File: config.mk
export PLATFORM = sky130hd
export DESIGN_NAME = alu_share_ctrl
export DESIGN_NICKNAME = d
export VERILOG_FILES = /design/src/rtl/alu_share_ctrl.sv
export SDC_FILE = /design/constraint.sdc
export NUM_CORES = 1
export LEC_CHECK = 0
export ABC_CLOCK_PERIOD_IN_PS = 1600
export CORE_UTILIZATION = 35
export CTS_CLUSTER_DIAMETER = 80
export DETAILED_ROUTE_END_ITERATION = 6
export PLACE_DENSITY = 0.7
export REMOVE_ABC_BUFFERS = 1
export SYNTH_ARGS = -nofsm -noshare
export SYNTH_HDL_FRONTEND = slang
export SYNTH_SLANG_ARGS = --single-unit
File: constraint.sdc
create_clock -name clk -period 1.6 [get_ports clk]
set_input_delay 0.32 -clock clk [delete_from_list [all_inputs] [get_ports clk]]
set_output_delay 0.32 -clock clk [all_outputs]
set_load 0.01 [all_outputs]
File: src/rtl/alu_share_ctrl.sv
// Two-port round-robin scheduler for a shared add/sub/max ALU with a one-cycle input register.
// Latches the winner's operands, issues them to the ALU, then returns the result and overflow flag.
module alu_share_ctrl #(
  parameter int unsigned W = 8
) (
  input  logic         clk,
  input  logic         rst_n,
  input  logic         req0,
  input  logic [1:0]   op0,
  input  logic [W-1:0] a0,
  input  logic [W-1:0] b0,
  input  logic         req1,
  input  logic [1:0]   op1,
  input  logic [W-1:0] a1,
  input  logic [W-1:0] b1,
  output logic         gnt0,
  output logic         gnt1,
  output logic         done0,
  output logic         done1,
  output logic [W-1:0] res0,
  output logic [W-1:0] res1,
  output logic         ovf0,
  output logic         ovf1,
  output logic         busy,
  output logic [1:0]   alu_select,
  output logic [W-1:0] alu_a,
  output logic [W-1:0] alu_b,
  input  logic [W-1:0] alu_result
);

  localparam logic [1:0] StIdle    = 2'd0;
  localparam logic [1:0] StIssue   = 2'd1;
  localparam logic [1:0] StCapture = 2'd2;

  logic [1:0]   state_q;
  logic         prio_q;
  logic         owner_q;
  logic [1:0]   op_q;
  logic [W-1:0] a_q;
  logic [W-1:0] b_q;

  logic         any_req;
  logic         sel;
  logic [1:0]   sel_op;
  logic [W-1:0] sel_a;
  logic [W-1:0] sel_b;
  logic [W-1:0] diff;
  logic         a_sign;
  logic         b_sign;
  logic         r_sign;
  logic         ovf_flag;

  // Port 1 wins only if it is the sole requester or holds the priority pointer.
  always_comb begin
    any_req = req0 | req1;
    sel     = req1 & (~req0 | prio_q);
    sel_op  = sel ? op1 : op0;
    sel_a   = sel ? a1 : a0;
    sel_b   = sel ? b1 : b0;
  end

  // The max path has no sign-valid result of its own, so its overflow comes from a_q - b_q.
  always_comb begin
    diff     = a_q - b_q;
    a_sign   = a_q[W-1];
    b_sign   = b_q[W-1];
    r_sign   = alu_result[W-1];
    ovf_flag = 1'b0;
    unique case (op_q)
      2'b00:   ovf_flag = (a_sign == b_sign) && (r_sign != a_sign);
      2'b10:   ovf_flag = (a_sign != b_sign) && (diff[W-1] != a_sign);
      default: ovf_flag = (a_sign != b_sign) && (r_sign != a_sign);
    endcase
  end

  always_ff @(posedge clk) begin
    if (!rst_n) begin
      state_q    <= StIdle;
      prio_q     <= 1'b0;
      owner_q    <= 1'b0;
      op_q       <= 2'b00;
      a_q        <= '0;
      b_q        <= '0;
      gnt0       <= 1'b0;
      gnt1       <= 1'b0;
      done0      <= 1'b0;
      done1      <= 1'b0;
      res0       <= '0;
      res1       <= '0;
      ovf0       <= 1'b0;
      ovf1       <= 1'b0;
      busy       <= 1'b0;
      alu_select <= 2'b00;
      alu_a      <= '0;
      alu_b      <= '0;
    end else begin
      gnt0  <= 1'b0;
      gnt1  <= 1'b0;
      done0 <= 1'b0;
      done1 <= 1'b0;
      unique case (state_q)
        StIdle: begin
          if (any_req) begin
            op_q       <= sel_op;
            a_q        <= sel_a;
            b_q        <= sel_b;
            owner_q    <= sel;
            alu_select <= sel_op;
            alu_a      <= sel_a;
            alu_b      <= sel_b;
            gnt0       <= ~sel;
            gnt1       <= sel;
            prio_q     <= ~sel;
            busy       <= 1'b1;
            state_q    <= StIssue;
          end
        end
        StIssue: begin
          state_q <= StCapture;
        end
        StCapture: begin
          if (owner_q) begin
            res1  <= alu_result;
            ovf1  <= ovf_flag;
            done1 <= 1'b1;
          end else begin
            res0  <= alu_result;
            ovf0  <= ovf_flag;
            done0 <= 1'b1;
          end
          busy    <= 1'b0;
          state_q <= StIdle;
        end
        default: begin
          busy    <= 1'b0;
          state_q <= StIdle;
        end
      endcase
    end
  end

endmodule

# --- After elaboration in Yosys (flattened, before gate mapping) ---
# Cells that the tools add are included.
classes:
  addsub: 1
  mul: 0
  div_mod_pow: 0
  order_cmp: 0
  eq_ne: 8
  shift: 0
  mux: 10
  bitwise: 7
  n_reduce_logical: 11
ops:
  columns: ["op", "count"]
  rows:
  - ["8-bit 2-to-1 mux", 2]
  - ["2-bit AND reduction", 5]
  - ["8-bit subtractor", 1]
  - ["2-bit == test (second input constant)", 2]
  - ["2-bit zero test", 2]
  - ["2-bit 2-to-1 mux", 2]
  - ["1-bit NOT", 4]
  - ["1-bit one-hot mux with 2 select lines", 2]
  - ["2-bit one-hot mux with 2 select lines", 1]
  - ["1-bit logical AND", 3]
  - ["1-bit 2-to-1 mux", 3]
  - ["1-bit inequality test", 3]
  - ["3-bit AND reduction", 1]
  - ["2-bit by 1-bit == test with 1-bit output (second input constant)", 1]
  - ["2-bit inequality test (second input constant)", 1]
  - ["1-bit bitwise OR", 2]
  - ["1-bit AND", 1]
  - ["1-bit == test", 1]
totals:
  ff_bits: 45
  latchBits: 0
  ramBits: 0
  rom_bits: 0
  input_bits: 48
  output_inout_bits: 41
  memories: 0

# --- Depth between registers and ports, before layout ---
# Gate-level depths: netlist (run 1).
logic_depth:
  depth_word: 4
  mapped_depth: 6

# --- Worst setup path after synthesis (run 1) ---
# OpenSTA, ideal clock, no wires.
synth_path:
  path_type: "register -> register"
  startpoint: "reg b_q[4]"
  endpoint: "reg ovf1"
  arrival_ns: 1.481
  t_required_ns: 1.499
  setup_slack_ns: 0.018
  stages_incl_launch_ff: 6
  n_path_buf: 0
  period_less_slack_ns: 1.582
  path_cell_list: "dfxtp_1 inv_1 ha_1 nand4_1 o311a_1 o41ai_1"
synth_between:
  elab_chain_len: 4
synth_lines:
  columns: ["element", "line", "rtl"]
  rows:
  - ["from (decl)", "40", "logic [W-1:0] b_q;"]
  - ["from (signal assigned)", "106", "b_q <= sel_b;"]
  - ["8-bit subtractor", "64", "diff = a_q - b_q;"]
  - ["1-bit inequality test", "71", "2'b10: ovf_flag = (a_sign != b_sign) && (diff[W-1] != a_sign);"]
  - ["1-bit logical AND", "71", null]
  - ["1-bit one-hot mux with 2 select lines", "69", "unique case (op_q)"]
  - ["to (signal assigned)", "124", "ovf1 <= ovf_flag;"]
  - ["to (decl)", "23", "output logic ovf1,"]
# Every way passes these cells.
# A chain may end at the register's enable or synchronous reset.

# --- Worst setup path in the final report (run 1) ---
# Same ends and word-level chain as after synthesis.

==> results of run 1 <==
-- routing by layer --
metal | routed length [um] | vias up | GRT usage (%)
met5 | 0 | - | 0
li1 | - | 938 | -
met4 | 78 | 0 | 5.967
met3 | 274 | 7 | 5.087
met2 | 2579 | 63 | 32.43
met1 | 2206 | 864 | 23.20
-- per-stage QoR --
stage | setup slack [ns] | cells | util [%]
6_report | 0.03538 | 375 | 61.12
5_1_grt | -0.04369 | 375 | 61.12
4_1_cts | -0.01354 | 375 | 59.83
3_5_place_dp | -0.3046 | 368 | 57.50
3_3_place_gp | -0.2514 | 368 | 57.50
2_1_floorplan | 0.01807 | 189 | -
-- registers in the layout, summed over array words and instances, names as in the netlist, 2 cells and up --
name / count
res0: 8
state_q: 2
b_q: 8
op_q: 2
a_q: 8
res1: 8
-- area by class of cell --
class | instances | share of cell area, %
Timing Repair Buffer | 110 | 34.41
Multi-Input combinational cell | 133 | 29.99
Sequential cell | 45 | 29.15
Tap cell | 70 | 2.788
Clock buffer | 5 | 2.190
Inverter | 11 | 1.314
Clock inverter | 1 | 0.1593
-- repair_timing --
action | CTS | global route
hold endpoints to repair | 0 | 0
gates resized for setup | 14 | 18
cloned | 0 | 0
pin swaps | 6 | 8
setup endpoints to repair | 7 | 13
buffers inserted | 1 | 0
-- power by group through the flow --
stage | combinational, mW | clock, mW | sequential [mW]
final | 0.681 | 0.628 | 1.26
after global routing | 0.743 | 0.692 | 1.27
after CTS | 0.660 | 0.652 | 1.25
after detailed placement | 0.634 | 0 | 1.27
after global placement | 0.626 | 0 | 1.27
after floorplan | 0.228 | 0 | 1.29
-- placed cells by master, fill, tap and decap left out, types with 3 or more instances in the layout --
master,n
dfxtp_1,33
a222oi_1,18
dlymetal6s2s_1,5
inv_1,8
clkdlybuf4s50_1,81
buf_4,20
nand2_1,35
clkbuf_8,5
ha_1,3
a21oi_1,18
inv_2,3
nand3_1,3
nor2_1,24
ha_4,3
or3b_1,3
dfxtp_2,12
-- worst paths after layout --
kind,slack [ns],endpoint,cells past startpoint
setup / recovery,0.04,ovf1,5
hold / removal,0.40,gnt1,3
setup reg to reg,0.04,ovf1,5
hold reg to reg,0.46,res0[4],2
-- critical path, cell delays in order, from the launching register on --
cell,delay [ns]
dfxtp_2,0.34
inv_2,0.04
ha_4,0.25
nand4_1,0.16
o311a_1,0.37
o41ai_2,0.31
-- logic make-up after synthesis --
| kind of cell | after synthesis | synth area share [%] |
|---|---|---|
| adder cells (fa/ha/maj) | 6 | 4.008 |
| AO/OA/AOI/OAI | 46 | 20.17 |
| buffers and inverters | 24 | 6.078 |
| flip-flops | 45 | 48.10 |
| AND/OR/NAND/NOR | 80 | 20.44 |
| multiplexers | 1 | 1.202 |
==> flow_metrics.env, run 1 <==
export IMPL_numCtsBuffers=5
export IMPL_cts_hold_buf=0
export IMPL_crit_type="reg2reg"
export IMPL_ys_async_sr_fraction_pct=0
export IMPL_min_period_ns=1.565
export IMPL_htreeDepth=2
export IMPL_tightest_slew_ns=0.4089
export IMPL_tns_ns=0
export IMPL_yosysMostFrequentCell="dfxtp_1"
export IMPL_chipWidth_um=75.16
export IMPL_seq_area_um2=915.9
export IMPL_power_total_mw=2.567
export IMPL_whs_ns=0.3983
export IMPL_gr_total_overflow=0
export IMPL_antenna_found_initial=0
export IMPL_clkPwrFrac_pct=24.5
export IMPL_relSlewSlack_pct=72.66
export IMPL_die_area_um2=5648
export IMPL_drv_slew=0
export IMPL_clock_skew_ns=0.004764
export IMPL_cts_max_path_buffers=2
export IMPL_gp_congestion=0.7416
export IMPL_dpl_hpwl_mm=3.771
export IMPL_ys_warn_count=0
export IMPL_status="complete, no violations"
export IMPL_maxCapViolations=0
export IMPL_wirelength_mm=5.138
export IMPL_netlist_top_cells_count="dfxtp_1 (45), nand2_1 (35), nor2_1 (24)"
export IMPL_ys_seq_area_share_pct=48.10
export IMPL_initial_utilization_pct=36.44
export IMPL_cp_data_required_time_ns=1.79
export IMPL_area_delta_synth_final_pct=67.74
export IMPL_worstSkewPairLatency_ns=0.28
export IMPL_vias=1872
export IMPL_grt_pass1_wl_mm=7.997
export IMPL_synth_edf_count=0
export IMPL_seqPwrFrac_pct=49.0
export IMPL_core_area_um2=5140
export IMPL_power_per_cell_area_nw_per_um2=817.1
export IMPL_viasPerCell=4.992
export IMPL_critPathArrivalTime_ns=1.75
export IMPL_synth_cell_type_count=35
export IMPL_multi_input_area_um2=942.2
export IMPL_clock_sinks=45
export IMPL_drive_above_1_share_pct=18.69
export IMPL_p_leak_nw=1.260
export IMPL_ant_nets=0
export IMPL_wl_per_cell_um=13.70
export IMPL_drtIter0Drc=131
export IMPL_synthFlopType="dfxtp_1"
export IMPL_grt_start_max_net_pins=21
export IMPL_hold_viol=0
export IMPL_die_y_um=75.16
export IMPL_power_switching_uw=687.1
export IMPL_vdd_drop_max_mv=0.4826
export IMPL_fin_crit_sh_pct=97.79
export IMPL_synth_area_um2=1873
export IMPL_final_cell_area_um2=3142
export IMPL_setup_viol=0
export IMPL_io_buffers=88
export IMPL_track_usage_pct=18.92
export IMPL_r2r_start="b_q[4]"
export IMPL_start_kind="flip-flop"
export IMPL_ys_top_cells_by_area="dfxtp_1 (48%), a222oi_1 (9.6%), nand2_1 (7.0%), a21oi_1 (4.8%), nor2_1 (4.8%)"
export IMPL_worstSetupStartpoint="b_q[4]"
export IMPL_n_antenna_cell=0
export IMPL_crit_path_max_fanout=2
export IMPL_clock_root_buffer="clkbuf_8"
export IMPL_grt_pass1_vias=1742
export IMPL_pin_count=89
export IMPL_hp_start="req0"
export IMPL_hold_path_class="in2reg"
export IMPL_critPathCaptureType="flip-flop"
export IMPL_final_nets=360
export IMPL_rsz0062_at_grt="yes"
export IMPL_num_rows=26
export IMPL_synthCells=202
export IMPL_route_detailed_drc=0
export IMPL_num_fill_cells=497
export IMPL_ys_ff_latch=45
export IMPL_dr_pass1_iters=6
export IMPL_clk_pin_slew_ns=0.08
export IMPL_syn_avg_cell_area_um2=9.273
export IMPL_fmax_mhz=639.1
export IMPL_yosys_area_top_type_share_pct=48.10
export IMPL_combPwrFrac_pct=26.5
export IMPL_sw_frac_of_total_pct=26.77
export IMPL_cts_tree="built"
export IMPL_placed_area_um2=2955
export IMPL_p_int_mw=1.880
export IMPL_synth_top_cell_by_area="dfxtp_1"
(Power assumes the default switching activity.)
==> inputs of run 2 (changes only) <==
- ABC_CLOCK_PERIOD_IN_PS: 1600 -> 1640
- clock period: 1.6 -> 1.64 ns (I/O delays scaled with it)
==> flow_metrics.env, run 2 (same netlist as run 1, synthesis figures left out) <==
export IMPL_critPathCaptureType="primary output"
export IMPL_clock_sinks=45
export IMPL_initial_utilization_pct=36.44
export IMPL_cp_data_required_time_ns=1.31
export IMPL_grt_pass1_wl_mm=8.307
export IMPL_hold_path_class="in2reg"
export IMPL_grt_pass1_vias=1844
export IMPL_area_delta_synth_final_pct=67.00
export IMPL_vias=1867
export IMPL_power_total_mw=2.727
export IMPL_ant_nets=0
export IMPL_dr_pass1_iters=4
export IMPL_cts_tree="built"
export IMPL_final_common_cell="clkdlybuf4s50_1"
export IMPL_rsz0062_at_grt="yes"
export IMPL_cts_hold_buf=0
export IMPL_fmax_mhz=627.9
export IMPL_io_buffers=88
export IMPL_gp_congestion=0.7457
export IMPL_tightest_slew_ns=0.4479
export IMPL_route_detailed_drc=0
export IMPL_num_rows=26
export IMPL_drive_above_1_share_pct=16.39
export IMPL_maxCapViolations=0
export IMPL_hold_viol=0
export IMPL_setup_viol=0
export IMPL_power_per_cell_area_nw_per_um2=871.9
export IMPL_n_antenna_cell=0
export IMPL_p_leak_nw=1.223
export IMPL_core_area_um2=5140
export IMPL_wirelength_mm=5.138
export IMPL_fin_crit_sh_pct=97.11
export IMPL_clk_pin_slew_ns=0.08
export IMPL_clock_root_buffer="clkbuf_8"
export IMPL_dpl_hpwl_mm=3.725
export IMPL_drv_slew=0
export IMPL_track_usage_pct=19.28
export IMPL_numCtsBuffers=5
export IMPL_viasPerCell=4.979
export IMPL_cts_max_path_buffers=2
export IMPL_clock_skew_ns=0.007088
export IMPL_die_y_um=75.16
export IMPL_critPathArrivalTime_ns=1.26
export IMPL_die_area_um2=5648
export IMPL_worstSkewPairLatency_ns=0.30
export IMPL_r2r_slack_ns=0.05
export IMPL_antenna_found_initial=0
export IMPL_layout_common_cells="clkdlybuf4s50_1 (85), dfxtp_1 (36), nand2_1 (35)"
export IMPL_status="complete, no violations"
export IMPL_tns_ns=0
export IMPL_grt_start_max_net_pins=21
export IMPL_pin_count=89
export IMPL_final_nets=358
export IMPL_min_period_ns=1.593
export IMPL_chipWidth_um=75.16
export IMPL_gr_total_overflow=0
export IMPL_crit_path_max_fanout=2
export IMPL_relSlewSlack_pct=70.05
export IMPL_drtIter0Drc=158
export IMPL_num_fill_cells=484
export IMPL_vdd_drop_max_mv=0.4591
export IMPL_crit_type="reg2out"
export IMPL_wl_per_cell_um=13.70
export IMPL_start_kind="flip-flop"
export IMPL_htreeDepth=2
==> run 2: cell count changes in the layout (fill, tap and decap cells not counted), moves of 2 or more <==
cell             previous run  this run
clkdlybuf4s50_1            81        85
dfxtp_1                    33        36
dfxtp_2                    12         9
buf_4                      20        18
dlygate4sd2_1               2         0
dlymetal6s2s_1              5         3
ha_1                        3         5
ha_4                        3         1
==> run 2: worst max-delay path, stage by stage, from the launching register on <==
cell and delay (ns):
dfxtp_2 0.34, buf_4 0.10, clkdlybuf4s50_1 0.53
==> run 2: area by class of cell <==
class                   instances  area [um^2]  share of cell area, %
well taps                      70        87.58                  2.800
clock buffers                   6        82.58                  2.640
clock inverters                 2        37.54                  1.200
flip-flops and latches         45        912.1                  29.16
repair buffers                108         1064                  34.00
multi-input cells             133        903.4                  28.88
inverters                      11        41.29                  1.320
==> run 2: what timing repair did <==
action / in CTS / in global routing
endpoints found under the hold margin: 0 / 0
cloned: 0 / 0
buffers inserted: 0 / 1
gates resized for setup: 4 / 16
setup endpoints to repair: 4 / 7
pin swaps: 2 / 8
==> run 2: final timing paths <==
path / depth (start not counted) / startpoint / endpoint
setup / recovery: 2 / b_q[4] / alu_b[4]
hold / removal: 3 / req0 / gnt1
setup reg to reg: 7 / b_q[4] / ovf0
hold reg to reg: 2 / res0[2] / res0[2]
==> run 2: power by group <==
group	total [mW]	leakage, nW	switching (mW)	internal (mW)
clock	0.868	0.0574	0.372	0.495
sequential	1.22	0.371	0.0626	1.16
combinational	0.635	0.795	0.260	0.375
==> run 2: per-layer routing <==
metal  share of wire [%]  vias up  track usage (%)
met2                  51       65            33.53
met3                 5.7        4            4.685
met1                  43      865            24.01
met4                0.90        0            4.938
met5                   0        -                0
li1                    -      933                -
==> run 2: per-stage QoR <==
stage	utilization (%)	cell area (um^2)	worst slack, ns	hold WS, ns	instances
after detailed placement	57.21	2940	-0.2538	0.4481	366
after CTS	59.74	3070	-0.01448	0.4581	374
after global placement	57.21	2940	-0.2202	0.4414	366
final	60.86	3128	0.04738	0.3886	375
after global routing	60.86	3128	-0.0002417	0.4164	375
after floorplan	-	1800	0.05807	0.4396	189
